===== config.mk =====
export PLATFORM = sky130hd
export DESIGN_NAME = csr_stack_timer
export DESIGN_NICKNAME = d
export VERILOG_FILES = /design/src/rtl/csr_stack_timer.sv
export SDC_FILE = /design/constraint.sdc
export NUM_CORES = 1
export LEC_CHECK = 0
export BUFFER_PORTS_ARGS = -buffer_cell sky130_fd_sc_hd__buf_4
export CAP_MARGIN = 10
export CELL_PAD_IN_SITES_DETAIL_PLACEMENT = 1
export CELL_PAD_IN_SITES_GLOBAL_PLACEMENT = 1
export CORE_ASPECT_RATIO = 0.6
export CORE_MARGIN = 1
export CORE_UTILIZATION = 42
export CTS_CLUSTER_SIZE = 40
export DETAILED_ROUTE_END_ITERATION = 16
export PLACE_DENSITY = 0.75
export REMOVE_ABC_BUFFERS = 1
export SYNTH_ARGS = -nofsm -noshare
export SYNTH_HDL_FRONTEND = slang
export SYNTH_SLANG_ARGS = --single-unit
export TNS_END_PERCENT = 30

===== constraint.sdc =====
create_clock -name clk -period 3 [get_ports clk]
set_input_delay 0.6 -clock clk [delete_from_list [all_inputs] [get_ports clk]]
set_output_delay 0.6 -clock clk [all_outputs]
set_load 0.02 [all_outputs]

===== src/rtl/csr_stack_timer.sv =====
// rtl/csr_stack_timer.sv - general CSR, prescaled compare timer CSR and LIFO stack
// CSR reads return the pre-write value; the timer interrupt is sticky until cleared.
module csr_stack_timer #(
  parameter logic [11:0] CsrAddr    = 12'h350,
  parameter int          CsrWidth   = 5,
  parameter logic [11:0] TimerAddr  = 12'h400,
  parameter int          StackDepth = 8,
  parameter int          StackWidth = 32
) (
  input  logic                                clk,
  input  logic                                reset,
  input  logic                                csr_enable,
  input  logic [11:0]                         csr_addr,
  input  logic [2:0]                          csr_op,
  input  logic [4:0]                          rs1_zimm,
  input  logic [31:0]                         rs1_data,
  input  logic [CsrWidth-1:0]                 ext_data,
  input  logic                                ext_write_enable,
  input  logic                                push,
  input  logic                                pop,
  input  logic [StackWidth-1:0]               stack_data_in,
  output logic [StackWidth-1:0]               stack_data_out,
  output logic [$clog2(StackDepth+1)-1:0]     stack_index_out,
  input  logic                                timer_interrupt_clear,
  output logic                                timer_interrupt_set,
  output logic [31:0]                         csr_direct_out,
  output logic [31:0]                         csr_out
);

  localparam int IdxW  = $clog2(StackDepth + 1);
  localparam int AddrW = (StackDepth > 1) ? $clog2(StackDepth) : 1;
  localparam logic [IdxW-1:0] FullIdx = IdxW'(StackDepth);
  localparam logic [31:0] TimerMask = 32'hF000_FFFF;

  logic [CsrWidth-1:0]   gen_csr;
  logic [31:0]           tmr_reg;
  logic [15:0]           pre_cnt;
  logic [15:0]           tmr_cnt;
  logic [15:0]           pre_mask;
  logic [3:0]            tmr_p;
  logic [15:0]           tmr_c;
  logic                  tick;
  logic                  match;
  logic                  irq;
  logic [StackWidth-1:0] stack_mem [StackDepth];
  logic [IdxW-1:0]       stack_idx;
  logic [IdxW-1:0]       top_idx;

  logic        gen_hit;
  logic        tmr_hit;
  logic [31:0] gen_val;
  logic [31:0] old_val;
  logic [31:0] operand;
  logic [31:0] wr_val;

  assign gen_val = 32'(gen_csr);
  assign gen_hit = csr_enable && (csr_op[1:0] != 2'b00) && (csr_addr == CsrAddr);
  assign tmr_hit = csr_enable && (csr_op[1:0] != 2'b00) && (csr_addr == TimerAddr);

  always_comb begin
    old_val = 32'h0;
    if (gen_hit) begin
      old_val = gen_val;
    end else if (tmr_hit) begin
      old_val = tmr_reg;
    end
    operand = csr_op[2] ? {27'h0, rs1_zimm} : rs1_data;
    case (csr_op[1:0])
      2'b01:   wr_val = operand;
      2'b10:   wr_val = old_val | operand;
      2'b11:   wr_val = old_val & ~operand;
      default: wr_val = old_val;
    endcase
  end

  assign csr_out        = old_val;
  assign csr_direct_out = gen_val;

  // Hardware write beats a same-cycle software write.
  always_ff @(posedge clk or negedge reset) begin
    if (!reset) begin
      gen_csr <= '0;
    end else if (ext_write_enable) begin
      gen_csr <= ext_data;
    end else if (gen_hit) begin
      gen_csr <= wr_val[CsrWidth-1:0];
    end
  end

  assign tmr_p    = tmr_reg[31:28];
  assign tmr_c    = tmr_reg[15:0];
  assign pre_mask = (16'd1 << tmr_p) - 16'd1;
  assign tick     = (pre_cnt == pre_mask);
  assign match    = tick && (tmr_c != 16'h0) && (tmr_cnt == tmr_c);

  always_ff @(posedge clk or negedge reset) begin
    if (!reset) begin
      tmr_reg <= '0;
      pre_cnt <= '0;
      tmr_cnt <= '0;
    end else if (tmr_hit) begin
      tmr_reg <= wr_val & TimerMask;
      pre_cnt <= '0;
      tmr_cnt <= '0;
    end else begin
      pre_cnt <= tick ? 16'h0 : pre_cnt + 16'd1;
      if (tmr_c == 16'h0) begin
        tmr_cnt <= '0;
      end else if (tick) begin
        tmr_cnt <= match ? 16'h0 : tmr_cnt + 16'd1;
      end
    end
  end

  // A new match outranks a same-cycle clear.
  always_ff @(posedge clk or negedge reset) begin
    if (!reset) begin
      irq <= 1'b0;
    end else begin
      irq <= match | (irq & ~timer_interrupt_clear);
    end
  end

  assign timer_interrupt_set = irq;

  assign top_idx = stack_idx - 1'b1;

  always_ff @(posedge clk or negedge reset) begin
    if (!reset) begin
      stack_idx <= '0;
      for (int i = 0; i < StackDepth; i++) begin
        stack_mem[i] <= '0;
      end
    end else if (push && pop && (stack_idx != '0)) begin
      stack_mem[top_idx[AddrW-1:0]] <= stack_data_in;
    end else if (push && (stack_idx < FullIdx)) begin
      stack_mem[stack_idx[AddrW-1:0]] <= stack_data_in;
      stack_idx <= stack_idx + 1'b1;
    end else if (pop && (stack_idx != '0)) begin
      stack_idx <= top_idx;
    end
  end

  assign stack_data_out  = (stack_idx == '0) ? '0 : stack_mem[top_idx[AddrW-1:0]];
  assign stack_index_out = stack_idx;

endmodule


# After elaboration in Yosys (flattened, before gate mapping)
# Cells that the tools add are included.
# totals
ram_bits,0
out_inout_bits,101
in_bits,96
rom_bits,0
memories,0
latchBits,0
word_cells,88
register_bits,318
# classes
n_shift,1
add_sub_neg,5
n_mul,0
div_mod_pow,0
n_lt_le_gt_ge,5
n_eq_ne,7
n_bitwise,9
n_reduce_logical,21
muxes,26
# op_table
operator,count
256-bit bitwise mux,2
256-bit 2-to-1 mux,2
32-bit 2-to-1 mux,8
32-bit demux with 3-bit select,2
32-bit binary-select mux with 3-bit select,1
16-bit 2-to-1 mux,6
32-bit one-hot mux with 3 select lines,1
"16-bit by 1-bit adder with 16-bit output, second input constant",2
32-bit bitwise AND,1
16-bit == test,2
32-bit inverter,1
32-bit bitwise OR,1
16-bit logical NOT,1
16-bit nonzero test,1
"1-bit by 4-bit left shift with 16-bit output, first input constant",1
"16-bit by 1-bit subtractor with 16-bit output, second input constant",1
"12-bit by 10-bit == test with 1-bit output, second input constant",1
"12-bit by 11-bit == test with 1-bit output, second input constant",1
1-bit logical AND,11
5-bit 2-to-1 mux,2
"4-bit greater-or-equal comparator, second input constant",2
"4-bit by 1-bit less-than comparator with 1-bit output, second input constant",2
4-bit 2-to-1 mux,2
3-bit inverter with 4-bit output,2
13 further kinds,18

# Depth between registers and ports, before layout
# depth
word_depth,9
mapped_depth,16
mapped_depth_nobuf,10

# Worst setup path after synthesis
# Ideal clock, no wire load.
# synth_path
kind,register to output
startpoint,register stack_idx[0] (netlist: stack_index_out[0])
endpoint,output stack_data_out[16]
t_arrival_ns,2.869
path_stages_with_launch,10
n_path_buf,3
setup_slack_ns,-0.469
required_ns,2.400
path_cell_list,dfrtp_1 -> clkbuf_1 -> inv_1 -> ha_1 -> xnor2_1 -> nor3_1 -> clkbuf_1 -> clkbuf_1 -> a22oi_1 -> a31oi_1
# synth_via
elab_chain_len,6
elab_cells_between_ends,7
cone_classes,1 x add/sub; 4 x mux; 1 x bitwise; 1 x reduce/logical
# synth_lines
element,line_no,rtl
start: declaration,46,logic [IdxW-1:0] stack_idx;
start signal: assignment,138,stack_idx <= stack_idx + 1'b1;
start signal: assignment,140,stack_idx <= top_idx;
4-bit by 1-bit subtractor with 4-bit output,126,assign top_idx = stack_idx - 1'b1;
via top_idx[0],47,logic [IdxW-1:0] top_idx;
3-bit inverter with 4-bit output (implied by the code),144,assign stack_data_out = (stack_idx == '0) ? '0 : stack_mem[top_idx[AddrW-1:0]];
32-bit binary-select mux with 3-bit select,144,
32-bit 2-to-1 mux (implied by the code) (2 in series),144,
32-bit 2-to-1 mux,144,
end: declaration,22,"output logic [StackWidth-1:0] stack_data_out,"
# The timed path passes the listed nets, and every way through them passes these cells. The select of a mux whose other input is x is not followed.

# Final worst setup path
# layout_path
startpoint,register stack_idx[0] (netlist: stack_index_out[0])
endpoint,output stack_data_out[14]
# Same word-level chain as after synthesis.

==> impl_metrics.toml <==
[yosys]
synth_top_area_share_pct = 50.5
yosys.area.top_type = "dfrtp_1"
synth_edf_count = 0
avgSynthCellArea_um2 = 11.5
yosys_register_bits = 318
synthTopCellsByArea = "dfrtp_1 (51%), mux2_2 (18%), a22oi_1 (3.3%)"
ys_types = 64
synth_commonest_cells = "dfrtp_1 (318), mux2_2 (256), nand2_1 (74)"
synth-seq-area-share_pct = 50.5
synthArstFlopShare_pct = 100
syn_inst = 1374
synth.most_common_cell = "dfrtp_1"
ys.flop_type = "dfrtp_1"
syn_area_mm2 = 0.0157
yosysWarnings = 0

[drt]
num_vias = 12700
via_per_inst = 6.06
route.detailed.drc = 0
drt_wl_total_mm = 54.9
wl_per_cell_um = 26.1
wl_met1_mm = 24.8
top_layer = "met5"
wl_met3_mm = 3.34
met2_length_mm = 25.4
drt-initial-drc-count = 1067
antenna_left = 0
first_pass_iters = 5

[clock_network]
cts_tree = "yes"
clock-root-buffer = "clkbuf_16"
worstSkewPairLatency_ns = 0.53
clock-sinks = 318
htreeDepth = 2
cts.path.max_buffers = 3
cts_buffers = 34
cts.clk_slew.worst_paths_ns = 0.07

[timing]
setup_ws_ns = -0.524
fin_skew_ns = 0.0190
timing.setup.tns_ns = -11.98
relSlewSlack_pct = 33.5
fmax_ghz = 0.284
report.final.setup_viol = 62
worst_slew_pin_slew_ns = 0.998
finalHoldViolCount = 0
fin_crit_sh_pct = 117
holdWs_ns = 0.0436
period_minus_slack_ns = 3.52
final_max_slew_viol_count = 0
rsz0062_at_grt = "true"

[cells_and_area]
drive_gt1_share_pct = 41.9
area_growth_pct = 27.5
nFillCells = 3763
fin_nets = 1676
instances_no_fill = 2102
num_antenna_cells = 0
final_util_pct = 54.8
largest_register_ffs = 256

[die]
die_area_mm2 = 0.0383
start_util_pct = 43.0
die_w_um = 252
core_area_mm2 = 0.0366
die_h_um = 152
ios = 197
rows = 54

[global_route]
grt_pass1_vias = 13200
antenna_found_initial = 1
grt_start_max_net_pins = 88
grt_pass1_wl_mm = 79.7
grt.overflow.total = 0
grt_usage_pct = 26.5

[place]
dp.cells = 2013
io_buffers = 145
globalplace.congestion = 0.823
hpwlAfterDp_mm = 31.0

[setup_path]
arrival_ns = 2.92
crit_type = "flip-flop to output pin"
path_max_fanout = 6
reg2reg_to = "tmr_cnt[0]"
critPathLaunchType = "flip-flop"
r2r-start = "tmr_reg[30]"
crit_path_end_kind = "output pin"
r2r_slack_ns = -0.22
cp.required_ns = 2.40
worst-r2r-cell-count = 9

[pwr]
ir_drop_mv = 0.624
leakage_nw = 8.78
finalPower_mw = 22.8
p_per_area_mw_per_mm2 = 1130

[run_status]
violations = "setup timing"
status = "finished, violations left"

[hold_path]
hold_class = "primary input to asynchronous set/reset pin"

[flow_run]
maxCapViolCount = 0
-- critical path, cell delays in order, from the launching register on --
cell      delay (ns)
dfrtp_1         0.40
inv_2           0.10
ha_4            0.15
buf_6           0.10
xor2_1          0.16
buf_4           0.22
nor2_4          0.06
buf_12          0.14
buf_12          0.14
a22o_4          0.24
a221oi_4        0.27
a31oi_2         0.20
buf_4           0.21
-- worst max path at each step --
stage	startpoint	endpoint	slack (ns)	depth (start not counted)
3_5_place_dp	tmr_reg[28]	tmr_cnt[0]	-0.28	10
4_1_cts	stack_index_out[0]	stack_data_out[11]	-0.35	10
6_report	stack_index_out[0]	stack_data_out[14]	-0.52	12
3_3_place_gp	tmr_reg[28]	tmr_cnt[0]	-0.21	10
5_1_grt	stack_index_out[0]	stack_data_out[14]	-0.52	12
2_1_floorplan	stack_index_out[0]	stack_mem[100]	-1.57	6
-- logic make-up (layout without fill, tap and decap cells) --
| family | after synthesis | after routing | synth area share [%] |
|---|---|---|---|
| DFF | 318 | 318 | 50.5 |
| AOI/OAI and AO/OA | 316 | 316 | 14.2 |
| adders and majority gates | 5 | 5 | 0.397 |
| xor gates and xnor gates | 39 | 39 | 2.17 |
| and+or+nand+nor | 287 | 287 | 9.16 |
| muxes | 263 | 263 | 18.8 |
| buffers and inverters | 145 | 331 | 4.77 |
| other | 1 | 39 | 0.0238 |
-- stage by stage --
| step | setup WS [ns] | instance area [um^2] |
|---|---|---|
| 2_1_floorplan | -1.57 | 15200 |
| 3_3_place_gp | -0.209 | 18000 |
| 3_5_place_dp | -0.282 | 18000 |
| 4_1_cts | -0.353 | 19500 |
| 5_1_grt | -0.520 | 20100 |
| 6_report | -0.524 | 20100 |
-- placed cells by master (no fill, tap or decap), types with 8 or more instances in the layout --
master / netlist / routed
buf_12: 0 / 28
nand4_1: 22 / 22
nor2b_1: 9 / 9
inv_1: 10 / 8
nor4_1: 13 / 13
a31oi_1: 43 / 31
nand2b_1: 12 / 11
a22o_1: 33 / 28
buf_6: 4 / 11
xor2_1: 25 / 25
a21oi_1: 40 / 37
xnor2_1: 14 / 13
dfrtp_1: 318 / 318
buf_4: 41 / 213
and2_1: 19 / 18
nand3_1: 26 / 26
nand2_1: 74 / 71
a22oi_1: 70 / 60
a22oi_2: 0 / 10
clkbuf_16: 0 / 38
conb_1: 1 / 39
nor3_1: 23 / 21
mux2_2: 256 / 256
and3_1: 10 / 10
a221oi_2: 0 / 23
clkinv_2: 0 / 11
a211oi_1: 13 / 13
o21ai_0: 39 / 33
nor2_1: 62 / 56
-- routing by layer --
metal  track usage [%]  vias up
met5                 0        -
met4              5.54        2
met3              4.15       97
met2              40.6      421
met1              39.5     6767
li1                  -     5446
-- where the power goes --
group | leakage, nW | internal, mW | switching, mW | total [mW]
combinational | 4.26 | 5.34 | 5.91 | 11.2
clock | 0.541 | 2.35 | 1.87 | 4.23
sequential | 3.98 | 6.02 | 1.26 | 7.28
total | 8.78 | 13.7 | 9.05 | 22.8
-- cell type report --
class	count	area [um^2]	area share, %
repair buffers	261	2510	12.5
clock buffers	43	956	4.76
clock inverters	16	119	0.592
inverters	11	41.3	0.206
flip-flops and latches	318	7960	39.6
multi-input cells	949	7870	39.2
well taps	504	631	3.14
-- repair_timing --
| item | CTS | global route |
|---|---|---|
| hold buffers | 0 | 0 |
| buffers inserted | 3 | 20 |
| gates resized for setup | 58 | 51 |
| pin swaps | 17 | 35 |
| cloned | 3 | 4 |
| endpoints found under the setup margin | 65 | 65 |
(Power assumes the default switching activity.)
